## src/rtl/dual_grey_ram_arb_pkg.sv

```systemverilog
// dual_grey_ram_arb_pkg
// Shared constants and types for the dual-camera grey-pixel RAM arbiter.
// Frame geometry, address widths, the bank bit position, the grant-state
// encoding and the packed FIFO entry layout live here, so the interface,
// the FIFO and the arbiter all agree on them.
package dual_grey_ram_arb_pkg;

  localparam int FRAME_W      = 160;
  localparam int FRAME_H      = 120;
  localparam int FRAME_PIXELS = FRAME_W * FRAME_H;
  localparam int PIX_ADDR_W   = 15;
  localparam int RAM_ADDR_W   = 16;
  localparam int BANK_BIT     = 15;
  localparam int GREY_W       = 8;

  // Grant state = the RAM access being issued in the current cycle.
  typedef enum logic [1:0] {
    IDLE   = 2'd0,
    GNT_RD = 2'd1,
    GNT_L  = 2'd2,
    GNT_R  = 2'd3
  } gnt_state_t;

  // One queued pixel write: the address sits in the upper bits.
  typedef struct packed {
    logic [PIX_ADDR_W-1:0] addr;
    logic [GREY_W-1:0]     grey;
  } pix_entry_t;

  localparam int ENTRY_W = $bits(pix_entry_t);

  // Builds a RAM address from a bank select (0 left, 1 right) and a pixel address.
  function automatic logic [RAM_ADDR_W-1:0] bank_addr(input logic bank,
                                                      input logic [PIX_ADDR_W-1:0] addr);
    logic [RAM_ADDR_W-1:0] a;
    a = '0;
    a[PIX_ADDR_W-1:0] = addr;
    a[BANK_BIT] = bank;
    return a;
  endfunction

endpackage

```

## src/rtl/dual_grey_ram_arb_if.sv

```systemverilog
// dual_grey_ram_arb_if
// Bundles the pixel strobes, the stereo-matcher read port and the RAM side
// of the arbiter.
//   master : the environment (drives strobes, read requests, flush, clr_ovf)
//   slave  : the arbiter (drives RAM enables/address/data, rd_ack, flags, busy)
// Clock and reset are not part of the bundle.
interface dual_grey_ram_arb_if;
  import dual_grey_ram_arb_pkg::*;

  logic                  l_vld;
  logic [PIX_ADDR_W-1:0] l_addr;
  logic [GREY_W-1:0]     l_grey;
  logic                  r_vld;
  logic [PIX_ADDR_W-1:0] r_addr;
  logic [GREY_W-1:0]     r_grey;
  logic                  rd_req;
  logic [RAM_ADDR_W-1:0] rd_addr;
  logic                  flush;
  logic                  clr_ovf;

  logic                  ram_we;
  logic                  ram_re;
  logic [RAM_ADDR_W-1:0] ram_addr;
  logic [GREY_W-1:0]     ram_wdata;
  logic                  rd_ack;
  logic                  l_ovf;
  logic                  r_ovf;
  logic                  busy;

  modport master (
    output l_vld, l_addr, l_grey, r_vld, r_addr, r_grey,
           rd_req, rd_addr, flush, clr_ovf,
    input  ram_we, ram_re, ram_addr, ram_wdata, rd_ack, l_ovf, r_ovf, busy
  );

  modport slave (
    input  l_vld, l_addr, l_grey, r_vld, r_addr, r_grey,
           rd_req, rd_addr, flush, clr_ovf,
    output ram_we, ram_re, ram_addr, ram_wdata, rd_ack, l_ovf, r_ovf, busy
  );

endinterface

```

## src/rtl/dual_grey_ram_arb_grey_wr_fifo.sv

```systemverilog
// grey_wr_fifo
// Small synchronous FIFO holding pending pixel writes for one camera side.
// Ports:
//   pclk, rst : clock, asynchronous active-high reset
//   flush     : empties the FIFO on the edge; a push in the same cycle is lost
//   push      : enqueue wdata (accepted when not full, or when full and popping)
//   pop       : dequeue the head entry
//   wdata     : entry to enqueue
//   rdata     : current head entry (valid when not empty)
//   full      : count == DEPTH
//   empty     : count == 0
//   count     : current occupancy, 0..DEPTH
// DEPTH must be a power of two so the read/write pointers wrap naturally.
module grey_wr_fifo #(
  parameter int DEPTH = 4,
  parameter int WIDTH = 23,
  localparam int PTR_W = (DEPTH > 1) ? $clog2(DEPTH) : 1,
  localparam int CNT_W = $clog2(DEPTH) + 1
) (
  input  logic             pclk,
  input  logic             rst,
  input  logic             flush,
  input  logic             push,
  input  logic             pop,
  input  logic [WIDTH-1:0] wdata,
  output logic [WIDTH-1:0] rdata,
  output logic             full,
  output logic             empty,
  output logic [CNT_W-1:0] count
);

  localparam logic [CNT_W-1:0] FULL_CNT = CNT_W'(DEPTH);

  logic [WIDTH-1:0] mem [DEPTH];
  logic [PTR_W-1:0] wr_ptr;
  logic [PTR_W-1:0] rd_ptr;
  logic             do_pop;
  logic             do_push;

  assign empty = (count == '0);
  assign full  = (count == FULL_CNT);

  // A push into a full FIFO is still accepted when the head leaves on the same edge.
  assign do_pop  = pop && !empty;
  assign do_push = push && (!full || do_pop);

  assign rdata = mem[rd_ptr];

  always_ff @(posedge pclk or posedge rst) begin
    if (rst) begin
      wr_ptr <= '0;
      rd_ptr <= '0;
      count  <= '0;
    end else if (flush) begin
      wr_ptr <= '0;
      rd_ptr <= '0;
      count  <= '0;
    end else begin
      if (do_push) begin
        wr_ptr <= wr_ptr + PTR_W'(1);
      end
      if (do_pop) begin
        rd_ptr <= rd_ptr + PTR_W'(1);
      end
      count <= count + CNT_W'(do_push) - CNT_W'(do_pop);
    end
  end

  always_ff @(posedge pclk) begin
    if (do_push && !flush) begin
      mem[wr_ptr] <= wdata;
    end
  end

endmodule

```

## src/rtl/dual_grey_ram_arb.sv

```systemverilog
// dual_grey_ram_arb
// Merges two decimated camera pixel streams and a stereo-matcher read port
// onto one single-port frame RAM (bank 0 = left, bank 1 = right).
// Ports:
//   pclk : sole clock, rising edge
//   rst  : asynchronous active-high reset
//   bus  : slave side of dual_grey_ram_arb_if
//          in  : l_/r_ vld/addr/grey strobes, rd_req/rd_addr, flush, clr_ovf
//          out : ram_we/ram_re/ram_addr/ram_wdata, rd_ack, l_ovf/r_ovf, busy
// Each side's strobes queue in a grey_wr_fifo. One RAM access is granted per
// cycle from the current FIFO/request state and registered onto the RAM pins:
//   1. a write side at or above ALMOST_FULL (both -> round-robin pointer)
//   2. the read request
//   3. any non-empty write side (both -> round-robin pointer)
module dual_grey_ram_arb
  import dual_grey_ram_arb_pkg::*;
#(
  parameter int FIFO_DEPTH  = 4,
  parameter int ALMOST_FULL = 3
) (
  input  logic                pclk,
  input  logic                rst,
  dual_grey_ram_arb_if.slave  bus
);

  localparam int CNT_W = $clog2(FIFO_DEPTH) + 1;
  localparam logic [CNT_W-1:0] AF_CNT = CNT_W'(ALMOST_FULL);

  logic             l_full, l_empty, r_full, r_empty;
  logic [CNT_W-1:0] l_count, r_count;
  pix_entry_t       l_head, r_head;
  logic             l_pop, r_pop;
  logic             l_drop, r_drop;
  logic             rd_pend;
  logic             l_ok, r_ok, l_hot, r_hot;

  gnt_state_t       state;
  gnt_state_t       nxt;
  // 0 = left is preferred on the next tie, 1 = right.
  logic             rr_ptr;

  logic                  ram_we_q;
  logic                  ram_re_q;
  logic                  rd_ack_q;
  logic [RAM_ADDR_W-1:0] ram_addr_q;
  logic [GREY_W-1:0]     ram_wdata_q;
  logic                  l_ovf_q;
  logic                  r_ovf_q;

  grey_wr_fifo #(
    .DEPTH (FIFO_DEPTH),
    .WIDTH (ENTRY_W)
  ) u_l_fifo (
    .pclk  (pclk),
    .rst   (rst),
    .flush (bus.flush),
    .push  (bus.l_vld),
    .pop   (l_pop),
    .wdata ({bus.l_addr, bus.l_grey}),
    .rdata (l_head),
    .full  (l_full),
    .empty (l_empty),
    .count (l_count)
  );

  grey_wr_fifo #(
    .DEPTH (FIFO_DEPTH),
    .WIDTH (ENTRY_W)
  ) u_r_fifo (
    .pclk  (pclk),
    .rst   (rst),
    .flush (bus.flush),
    .push  (bus.r_vld),
    .pop   (r_pop),
    .wdata ({bus.r_addr, bus.r_grey}),
    .rdata (r_head),
    .full  (r_full),
    .empty (r_empty),
    .count (r_count)
  );

  // While rd_ack is out the requester has not yet had a chance to drop rd_req,
  // so the request is masked for that cycle; if it is still high afterwards it
  // is a fresh request.
  assign rd_pend = bus.rd_req && (state != GNT_RD);

  // Flush discards the queued entries, so nothing is granted from them that cycle.
  assign l_ok  = !l_empty && !bus.flush;
  assign r_ok  = !r_empty && !bus.flush;
  assign l_hot = l_ok && (l_count >= AF_CNT);
  assign r_hot = r_ok && (r_count >= AF_CNT);

  always_comb begin
    nxt = IDLE;
    if (l_hot && r_hot) begin
      nxt = rr_ptr ? GNT_R : GNT_L;
    end else if (l_hot) begin
      nxt = GNT_L;
    end else if (r_hot) begin
      nxt = GNT_R;
    end else if (rd_pend) begin
      nxt = GNT_RD;
    end else if (l_ok && r_ok) begin
      nxt = rr_ptr ? GNT_R : GNT_L;
    end else if (l_ok) begin
      nxt = GNT_L;
    end else if (r_ok) begin
      nxt = GNT_R;
    end
  end

  assign l_pop = (nxt == GNT_L);
  assign r_pop = (nxt == GNT_R);

  // A strobe is lost only when its FIFO is full and nothing leaves it this edge.
  assign l_drop = bus.l_vld && l_full && !l_pop && !bus.flush;
  assign r_drop = bus.r_vld && r_full && !r_pop && !bus.flush;

  always_ff @(posedge pclk or posedge rst) begin
    if (rst) begin
      state       <= IDLE;
      rr_ptr      <= 1'b0;
      ram_we_q    <= 1'b0;
      ram_re_q    <= 1'b0;
      rd_ack_q    <= 1'b0;
      ram_addr_q  <= '0;
      ram_wdata_q <= '0;
      l_ovf_q     <= 1'b0;
      r_ovf_q     <= 1'b0;
    end else begin
      state    <= nxt;
      ram_we_q <= (nxt == GNT_L) || (nxt == GNT_R);
      ram_re_q <= (nxt == GNT_RD);
      rd_ack_q <= (nxt == GNT_RD);
      // Address/data only move on a grant; otherwise they hold.
      case (nxt)
        GNT_L: begin
          ram_addr_q  <= bank_addr(1'b0, l_head.addr);
          ram_wdata_q <= l_head.grey;
          rr_ptr      <= 1'b1;
        end
        GNT_R: begin
          ram_addr_q  <= bank_addr(1'b1, r_head.addr);
          ram_wdata_q <= r_head.grey;
          rr_ptr      <= 1'b0;
        end
        GNT_RD: begin
          ram_addr_q <= bus.rd_addr;
        end
        default: begin
        end
      endcase
      // A new overflow beats a simultaneous clear.
      if (l_drop) begin
        l_ovf_q <= 1'b1;
      end else if (bus.clr_ovf) begin
        l_ovf_q <= 1'b0;
      end
      if (r_drop) begin
        r_ovf_q <= 1'b1;
      end else if (bus.clr_ovf) begin
        r_ovf_q <= 1'b0;
      end
    end
  end

  assign bus.ram_we    = ram_we_q;
  assign bus.ram_re    = ram_re_q;
  assign bus.rd_ack    = rd_ack_q;
  assign bus.ram_addr  = ram_addr_q;
  assign bus.ram_wdata = ram_wdata_q;
  assign bus.l_ovf     = l_ovf_q;
  assign bus.r_ovf     = r_ovf_q;
  // Gated by rst so every output reads 0 while reset is held.
  assign bus.busy      = !rst && (!l_empty || !r_empty || bus.rd_req);

endmodule

```

## src/flat_wrapper.sv

```systemverilog
// flat-port wrapper written by rule: the top's interface ports become plain ports
module dual_grey_ram_arb_flat import dual_grey_ram_arb_pkg::*;
#(
  parameter int FIFO_DEPTH  = 4,
  parameter int ALMOST_FULL = 3
)
  (pclk, rst, bus_l_vld, bus_l_addr, bus_l_grey, bus_r_vld, bus_r_addr, bus_r_grey, bus_rd_req, bus_rd_addr, bus_flush, bus_clr_ovf, bus_ram_we, bus_ram_re, bus_ram_addr, bus_ram_wdata, bus_rd_ack, bus_l_ovf, bus_r_ovf, bus_busy);
  dual_grey_ram_arb_if bus_i ();
  input  logic pclk;
  input  logic rst;
  input wire logic [$bits(bus_i.l_vld)-1:0] bus_l_vld;
  input wire logic [$bits(bus_i.l_addr)-1:0] bus_l_addr;
  input wire logic [$bits(bus_i.l_grey)-1:0] bus_l_grey;
  input wire logic [$bits(bus_i.r_vld)-1:0] bus_r_vld;
  input wire logic [$bits(bus_i.r_addr)-1:0] bus_r_addr;
  input wire logic [$bits(bus_i.r_grey)-1:0] bus_r_grey;
  input wire logic [$bits(bus_i.rd_req)-1:0] bus_rd_req;
  input wire logic [$bits(bus_i.rd_addr)-1:0] bus_rd_addr;
  input wire logic [$bits(bus_i.flush)-1:0] bus_flush;
  input wire logic [$bits(bus_i.clr_ovf)-1:0] bus_clr_ovf;
  output wire logic [$bits(bus_i.ram_we)-1:0] bus_ram_we;
  output wire logic [$bits(bus_i.ram_re)-1:0] bus_ram_re;
  output wire logic [$bits(bus_i.ram_addr)-1:0] bus_ram_addr;
  output wire logic [$bits(bus_i.ram_wdata)-1:0] bus_ram_wdata;
  output wire logic [$bits(bus_i.rd_ack)-1:0] bus_rd_ack;
  output wire logic [$bits(bus_i.l_ovf)-1:0] bus_l_ovf;
  output wire logic [$bits(bus_i.r_ovf)-1:0] bus_r_ovf;
  output wire logic [$bits(bus_i.busy)-1:0] bus_busy;
  assign bus_i.l_vld = bus_l_vld;
  assign bus_i.l_addr = bus_l_addr;
  assign bus_i.l_grey = bus_l_grey;
  assign bus_i.r_vld = bus_r_vld;
  assign bus_i.r_addr = bus_r_addr;
  assign bus_i.r_grey = bus_r_grey;
  assign bus_i.rd_req = bus_rd_req;
  assign bus_i.rd_addr = bus_rd_addr;
  assign bus_i.flush = bus_flush;
  assign bus_i.clr_ovf = bus_clr_ovf;
  assign bus_ram_we = bus_i.ram_we;
  assign bus_ram_re = bus_i.ram_re;
  assign bus_ram_addr = bus_i.ram_addr;
  assign bus_ram_wdata = bus_i.ram_wdata;
  assign bus_rd_ack = bus_i.rd_ack;
  assign bus_l_ovf = bus_i.l_ovf;
  assign bus_r_ovf = bus_i.r_ovf;
  assign bus_busy = bus_i.busy;
  dual_grey_ram_arb #(.FIFO_DEPTH(FIFO_DEPTH), .ALMOST_FULL(ALMOST_FULL)) u_core (.pclk(pclk), .rst(rst), .bus(bus_i));
endmodule
```

## config.mk

```make
export PLATFORM = sky130hd
export DESIGN_NAME = dual_grey_ram_arb_flat
export DESIGN_NICKNAME = d
export VERILOG_FILES = /design/src/rtl/dual_grey_ram_arb_pkg.sv /design/src/rtl/dual_grey_ram_arb_if.sv /design/src/rtl/dual_grey_ram_arb_grey_wr_fifo.sv /design/src/rtl/dual_grey_ram_arb.sv /design/src/flat_wrapper.sv
export SDC_FILE = /design/constraint.sdc
export NUM_CORES = 1
export LEC_CHECK = 0
export CORE_MARGIN = 1
export CORE_UTILIZATION = 35
export DETAILED_ROUTE_END_ITERATION = 8
export SYNTH_ARGS = -nofsm -noshare
export SYNTH_HDL_FRONTEND = slang
export SYNTH_HIERARCHICAL = 1
export SYNTH_SLANG_ARGS = --single-unit
```

## constraint.sdc

```tcl
create_clock -name pclk -period 11.36 [get_ports pclk]
set_clock_uncertainty 0.1 [all_clocks]
set_input_delay 2.272 -clock pclk [delete_from_list [all_inputs] [get_ports pclk]]
set_output_delay 2.272 -clock pclk [all_outputs]
set_load 0.01 [all_outputs]
```

==> impl_metrics.py, run 1 <==
metrics = {
    "synth": {
        "syn_inst": 477,
        "synth_edf_count": 184,
        "synthArstFlopShare": 0.197,
        "avgSynthCellArea_sq_um": 19.5,
        "synth_flop_cell": "edfxtp_1",
        "synth.cell_area_sq_mm": 0.00929,
        "ys_ff_latch": 229,
        "yosysSeqAreaShare": 0.716,
        "synth_nets": 558,
        "yosysUniqueCellTypes": 49,
        "yosysWarnings": 6,
    },
    "timing": {
        "maxSlewViolCount": 0,
        "fin_crit_sh": 0.526,
        "setup_viol": 0,
        "hold_viol": 0,
        "rsz0062_at_grt": "false",
        "max-slew-margin-rel": 0.183,
        "setup_tns_ns": 0,
        "worstMarginPinSlew_ns": 1.23,
        "period_minus_slack_ns": 5.98,
        "timing.fmax_ghz": 0.167,
    },
    "min_path": {
        "min_path_type": "flip-flop to flip-flop",
    },
    "clock_tree": {
        "post_cts_buffers": 0,
        "insertion_delay_ns": 0.52,
        "cts_resized": 0,
        "clk_pin_slew_ns": 0.06,
        "h-tree-depth": 1,
        "clkSinkCount": 229,
        "cts_made_buffers": 24,
        "clock_path_buffers": 3,
        "cts_root_buf": "clkbuf_16",
        "hold_buffers": 0,
        "cts_tree": "yes",
    },
    "setup_path": {
        "end_kind": "output pin",
        "critPathLaunchType": "primary input",
        "required_ns": 8.99,
        "path_class": "primary input to output pin",
        "cp_max_fo": 4,
        "crit_arrival_ns": 3.60,
    },
    "final_layout": {
        "diodes": 0,
        "layout-drive-gt1-share": 0.181,
        "nNetsFinal": 671,
        "fin_util": 0.435,
        "synthToLayoutAreaGrowth_pct": 22.1,
    },
    "run": {
        "maxCapViolCount": 0,
    },
    "power": {
        "power_density_mw_per_mm2": 218,
        "combPwrFrac": 0.280,
        "swShare": 0.290,
        "pwr-share-seq": 0.439,
        "ir_drop_v": 0.000238,
        "power.internal_mw": 1.75,
        "p_leak_nw": 3.98,
        "switching_power_uw": 717,
        "clkPwrFrac": 0.281,
    },
    "route": {
        "wire_per_inst_microns": 19.4,
        "final_antenna_net_count": 0,
        "drt_pass1_iterations": 4,
        "vias_per_cell": 4.85,
        "drt_wl_total_mm": 18.3,
        "vias": 4565,
        "drcViolationCount": 0,
        "drt_iter0_drc": 233,
    },
    "place": {
        "io_buffers": 98,
        "gp_congestion": 0.752,
        "dp_hpwl_mm": 12.3,
    },
    "die": {
        "core_area_sq_mm": 0.0261,
        "start_util": 0.357,
        "io_pins": 99,
        "rows": 59,
        "fp.dieW_microns": 165,
        "die_area_sq_mm": 0.0272,
        "fp.dieH_microns": 165,
    },
    "grt": {
        "grt_pass1_wl_mm": 28.1,
        "grt_usage": 0.140,
        "grt_max_degree": 43,
        "grt_overflow_total": 0,
        "grt_pass1_vias": 4809,
        "antenna_found_initial": 0,
    },
    "run_status": {
        "outcome": "finished clean",
    },
}
## per-layer routing
layer	routed length (microns)	track usage	share of wire
met3	822	0.0269	0.045
met1	7890	0.183	0.43
met4	355	0.0342	0.019
met2	9250	0.242	0.51
met5	0	0	0
## area by class of cell
class / count / area, sq um
well taps: 335 / 419
flip-flops and latches: 229 / 6650
multi-input cells: 210 / 2430
fillers: 2254 / 14700
clock inverters: 14 / 95.1
repair buffers: 109 / 1060
clock buffers: 29 / 619
inverters: 16 / 60.1
## state kept, by name, indices dropped and copies added (netlist names), 2 cells and up
name and cells:
u_core/u_l_fifo/rd_ptr 2, u_core/u_r_fifo/mem 92, u_core/u_r_fifo/rd_ptr 2, u_core/u_r_fifo/count 3, u_core/bus.ram_wdata 8, u_core/u_l_fifo/count 3
u_core/state 2, u_core/u_l_fifo/mem 92, u_core/bus.ram_addr 16, u_core/u_r_fifo/wr_ptr 2, u_core/u_l_fifo/wr_ptr 2
## power groups by stage
stage	registers (mW)	logic (mW)	clock network (mW)
final	1.08	0.690	0.694
after global routing	1.10	0.749	0.750
after CTS	1.09	0.701	0.715
after detailed placement	1.10	0.698	0
after global placement	1.10	0.680	0
after floorplan	1.10	0.462	0
## cell families (layout without fill, tap and decap cells)
logic type | after synthesis | in the layout | synth area share
buf+inv | 38 | 168 | 0.0245
xor+xnor | 7 | 7 | 0.00660
compound gates | 28 | 28 | 0.0224
fa+ha+maj | 12 | 12 | 0.0178
mux | 103 | 103 | 0.174
flops | 229 | 229 | 0.716
simple gates | 60 | 60 | 0.0389
## per-stage QoR
stage / power, mW / setup slack (ns) / hold WS (ns) / instance area [sq um] / cells
2_1_floorplan: 1.56 / 5.61 / 0.397 / 9290 / 477
3_3_place_gp: 1.78 / 5.40 / 0.398 / 10600 / 899
3_5_place_dp: 1.80 / 5.38 / 0.386 / 10600 / 899
4_1_cts: 2.50 / 5.38 / 0.417 / 11300 / 942
5_1_grt: 2.60 / 5.29 / 0.446 / 11300 / 942
6_report: 2.47 / 5.38 / 0.407 / 11300 / 942
## path summary, 6_finish.rpt
check / cells past startpoint / endpoint / slack [ns] / from
worst max register to register: 15 / u_core/u_l_fifo/count[2]$_DFF_PP0_ / 7.48 / u_core/u_r_fifo/count[1]$_DFF_PP0_
worst max-delay path: 4 / bus_busy / 5.38 / bus_rd_req
max in group asynchronous: 3 / u_core/bus.ram_addr[6]$_DFFE_PP0P_ / 8.70 / rst
worst min register to register: 2 / u_core/bus.ram_wdata[5]$_DFFE_PP0P_ / 0.41 / u_core/bus.ram_wdata[5]$_DFFE_PP0P_
worst min-delay path: 2 / u_core/bus.ram_wdata[5]$_DFFE_PP0P_ / 0.41 / u_core/bus.ram_wdata[5]$_DFFE_PP0P_
min in group asynchronous: 2 / u_core/u_r_fifo/count[0]$_DFF_PP0_ / 2.00 / rst
## cell usage after synthesis (3+ instances only)
cell type / instances / area [sq um]
nor3b_1: 6 / 45.0
buf_6: 8 / 90.1
inv_1: 15 / 56.3
ha_1: 10 / 125
nor2_1: 17 / 63.8
buf_4: 5 / 37.5
a21oi_1: 5 / 25.0
xor2_1: 6 / 52.6
dfrtp_1: 45 / 1130
nor3_1: 3 / 15.0
o21ai_1: 7 / 35.0
edfxtp_1: 184 / 5530
mux4_2: 46 / 1040
mux2i_1: 55 / 551
nand2_1: 9 / 33.8
nand2b_1: 4 / 25.0
and2_1: 6 / 37.5
buf_2: 5 / 25.0
clkbuf_1: 4 / 15.0
## cells in the final DEF, fill, tap and decap left out, types with 4 or more instances in the layout
cell             count
clkbuf_16           24
nand2b_1             4
a21oi_1              5
edfxtp_1           184
o21ai_1              7
nor2_1              17
nor3b_2              4
clkdlybuf4s50_1     98
ha_1                10
inv_1               15
mux4_2              46
and2_1               6
mux2i_1             55
buf_4               11
clkinv_2             4
dfrtp_1             45
clkbuf_1             5
xor2_1               6
nand2_1              9
clkinv_1             6
## worst max-delay path, cell delays in order
cell and delay, ns:
clkdlybuf4s50_1 0.55, inv_1 0.06, a31oi_1 0.17, clkdlybuf4s50_1 0.55
No activity file was read; power rests on OpenSTA's default activity.
==> run 2, diff against run 1 <==
clock period = 5.4 ns   (was 11.36 ns; I/O delays follow)
==> impl_metrics.py, run 2 (same netlist as run 1, synthesis figures left out) <==
metrics = {
    "setup_path": {
        "r2r_cells": 14,
        "crit_arrival_ns": 4.32,
        "required_ns": 5.71,
        "worstReg2RegStart": "u_core/u_r_fifo/count[1]$_DFF_PP0_",
        "critPathMaxStageDelay_ns": 0.70,
        "cp_top_family": "simple AND/OR/NAND/NOR gates",
        "endpoint": "u_core/u_l_fifo/count[2]$_DFF_PP0_",
        "cp_max_fo": 15,
        "path_depth": 14,
        "critical_path.reg2reg.endpoint": "u_core/u_l_fifo/count[2]$_DFF_PP0_",
        "end_kind": "flip-flop",
        "crit_path_start": "bus_flush",
        "ff2ff_setup_slack_ns": 1.85,
        "slowest_stage": "clkdlybuf4s50_1",
        "critPathLaunchType": "primary input",
        "crit_chain": "clkdlybuf4s50_1 > or2_4 > a311oi_2 > nor3_4 > nor2_2 > o31ai_1 > nor2_1 > a21o_2 > ha_1 > inv_1 > fa_1 > xor2_1 > and2_1 > nor3_1",
        "path_class": "primary input to flip-flop",
        "worst-path-buf-inv": 2,
    },
    "final_layout": {
        "synthToLayoutAreaGrowth_pct": 23.5,
        "finalInstanceArea_sq_mm": 0.0115,
        "multiInputGateArea_sq_mm": 0.00243,
        "diodes": 0,
        "layout_common_cells": "184 x edfxtp_1, 98 x clkdlybuf4s50_1, 55 x mux2i_1",
        "layout-drive-gt1-share": 0.195,
        "final_common_cell": "edfxtp_1",
        "fill_cells": 2262,
        "final-seq-area_sq_mm": 0.00665,
        "nNetsFinal": 675,
    },
    "clock_tree": {
        "hold_buffers": 0,
        "clk_pin_slew_ns": 0.06,
        "clock_path_buffers": 3,
        "clkSinkCount": 229,
        "insertion_delay_ns": 0.53,
        "post_cts_buffers": 0,
        "h-tree-depth": 1,
        "cts_tree": "yes",
        "cts_made_buffers": 24,
        "cts_resized": 0,
        "cts_root_buf": "clkbuf_16",
    },
    "power": {
        "power_density_mw_per_mm2": 472,
        "ir_drop_v": 0.000287,
        "p_leak_nw": 4.06,
    },
    "route": {
        "drt_iter0_drc": 279,
        "final_antenna_net_count": 0,
        "drt_wl_total_mm": 19.0,
        "vias": 4647,
        "drt_pass1_iterations": 5,
        "vias_per_cell": 4.91,
        "drcViolationCount": 0,
        "wire_per_inst_microns": 20.1,
    },
    "grt": {
        "grt_max_degree": 42,
        "grt_overflow_total": 0,
        "antenna_found_initial": 0,
        "grt_pass1_vias": 5056,
        "grt_usage": 0.146,
        "grt_pass1_wl_mm": 29.1,
    },
    "run": {
        "maxCapViolCount": 0,
    },
    "die": {
        "fp.dieH_microns": 165,
        "fp.dieW_microns": 165,
        "io_pins": 99,
        "die_area_sq_mm": 0.0272,
        "start_util": 0.357,
        "rows": 59,
        "core_area_sq_mm": 0.0261,
    },
    "min_path": {
        "min_path_type": "flip-flop to flip-flop",
    },
    "place": {
        "gp_congestion": 0.770,
        "dp_hpwl_mm": 12.4,
        "dpl_cell_area_sq_mm": 0.0107,
        "io_buffers": 98,
    },
    "run_status": {
        "outcome": "finished clean",
    },
    "timing": {
        "maxSlewViolCount": 0,
        "hold_viol": 0,
        "fin_crit_sh": 0.743,
        "setup_viol": 0,
        "period_minus_slack_ns": 4.01,
        "rsz0062_at_grt": "false",
        "timing.fmax_ghz": 0.249,
        "worstMarginPinSlew_ns": 1.13,
        "max-slew-margin-rel": 0.245,
        "setup_tns_ns": 0,
    },
}
==> run 2: changes by cell type in the layout (fill, tap and decap cells not counted) <==
| cell | change |
|---|---|
| clkinv_1 | -5 |
| bufinv_16 | +3 |
| clkbuf_8 | +3 |
| inv_8 | +1 |
| clkinvlp_4 | -3 |
| buf_4 | +4 |
| clkinv_2 | +1 |
==> run 2: layout make-up <==
| cell class | count | area share |
|---|---|---|
| inverter | 16 | 0.00523 |
| tap | 335 | 0.0365 |
| timing repair buffer | 113 | 0.0953 |
| sequential | 229 | 0.580 |
| clock inverter | 11 | 0.0140 |
| clock buffer | 32 | 0.0576 |
| multi-input combinational | 210 | 0.212 |
==> run 2: worst reg2reg max path: cells and delay by family, from the launching register on <==
family	cells	cell delay, ns
simple gates	7	1.49
xor+xnor	1	0.16
fa+ha+maj	2	0.49
flops	1	0.51
buf+inv	1	0.04
compound gates	3	0.65
==> run 2: stage by stage <==
stage	setup WS [ns]	power (mW)	std cells	util	hold slack (ns)
5_1_grt	1.18	5.68	946	0.440	0.434
2_1_floorplan	0.847	3.29	477	-	0.397
6_report	1.39	5.42	946	0.440	0.390
3_3_place_gp	1.01	3.76	903	0.409	0.378
3_5_place_dp	0.879	3.80	903	0.409	0.375
4_1_cts	1.42	5.48	946	0.440	0.398
==> run 2: how the worst min path moves through the flow <==
stage                                   startpoint                                  end  cells after the start
2_1_floorplan            u_core/rr_ptr$_DFFE_PP0P_            u_core/rr_ptr$_DFFE_PP0P_                      2
3_3_place_gp   u_core/bus.ram_wdata[6]$_DFFE_PP0P_  u_core/bus.ram_wdata[6]$_DFFE_PP0P_                      2
3_5_place_dp   u_core/bus.ram_wdata[6]$_DFFE_PP0P_  u_core/bus.ram_wdata[6]$_DFFE_PP0P_                      2
4_1_cts        u_core/bus.ram_wdata[7]$_DFFE_PP0P_  u_core/bus.ram_wdata[7]$_DFFE_PP0P_                      2
5_1_grt        u_core/bus.ram_wdata[5]$_DFFE_PP0P_  u_core/bus.ram_wdata[5]$_DFFE_PP0P_                      2
6_report       u_core/bus.ram_wdata[7]$_DFFE_PP0P_  u_core/bus.ram_wdata[7]$_DFFE_PP0P_                      2
==> run 2: per-layer routing <==
metal,global-route usage,part of all wire,vias up
met5,0,0,-
met4,0.0321,0.018,0
met3,0.0251,0.050,30
met2,0.259,0.51,135
met1,0.185,0.42,2387
li1,-,-,2095
==> run 2: where the power goes <==
part / internal, mW / total (mW) / leakage (nW) / switching (mW)
Sequential: 2.14 / 2.27 / 2.23 / 0.138
Clock: 1.01 / 1.66 / 0.404 / 0.654
Combinational: 0.731 / 1.48 / 1.43 / 0.748
Total: 3.88 / 5.42 / 4.06 / 1.54
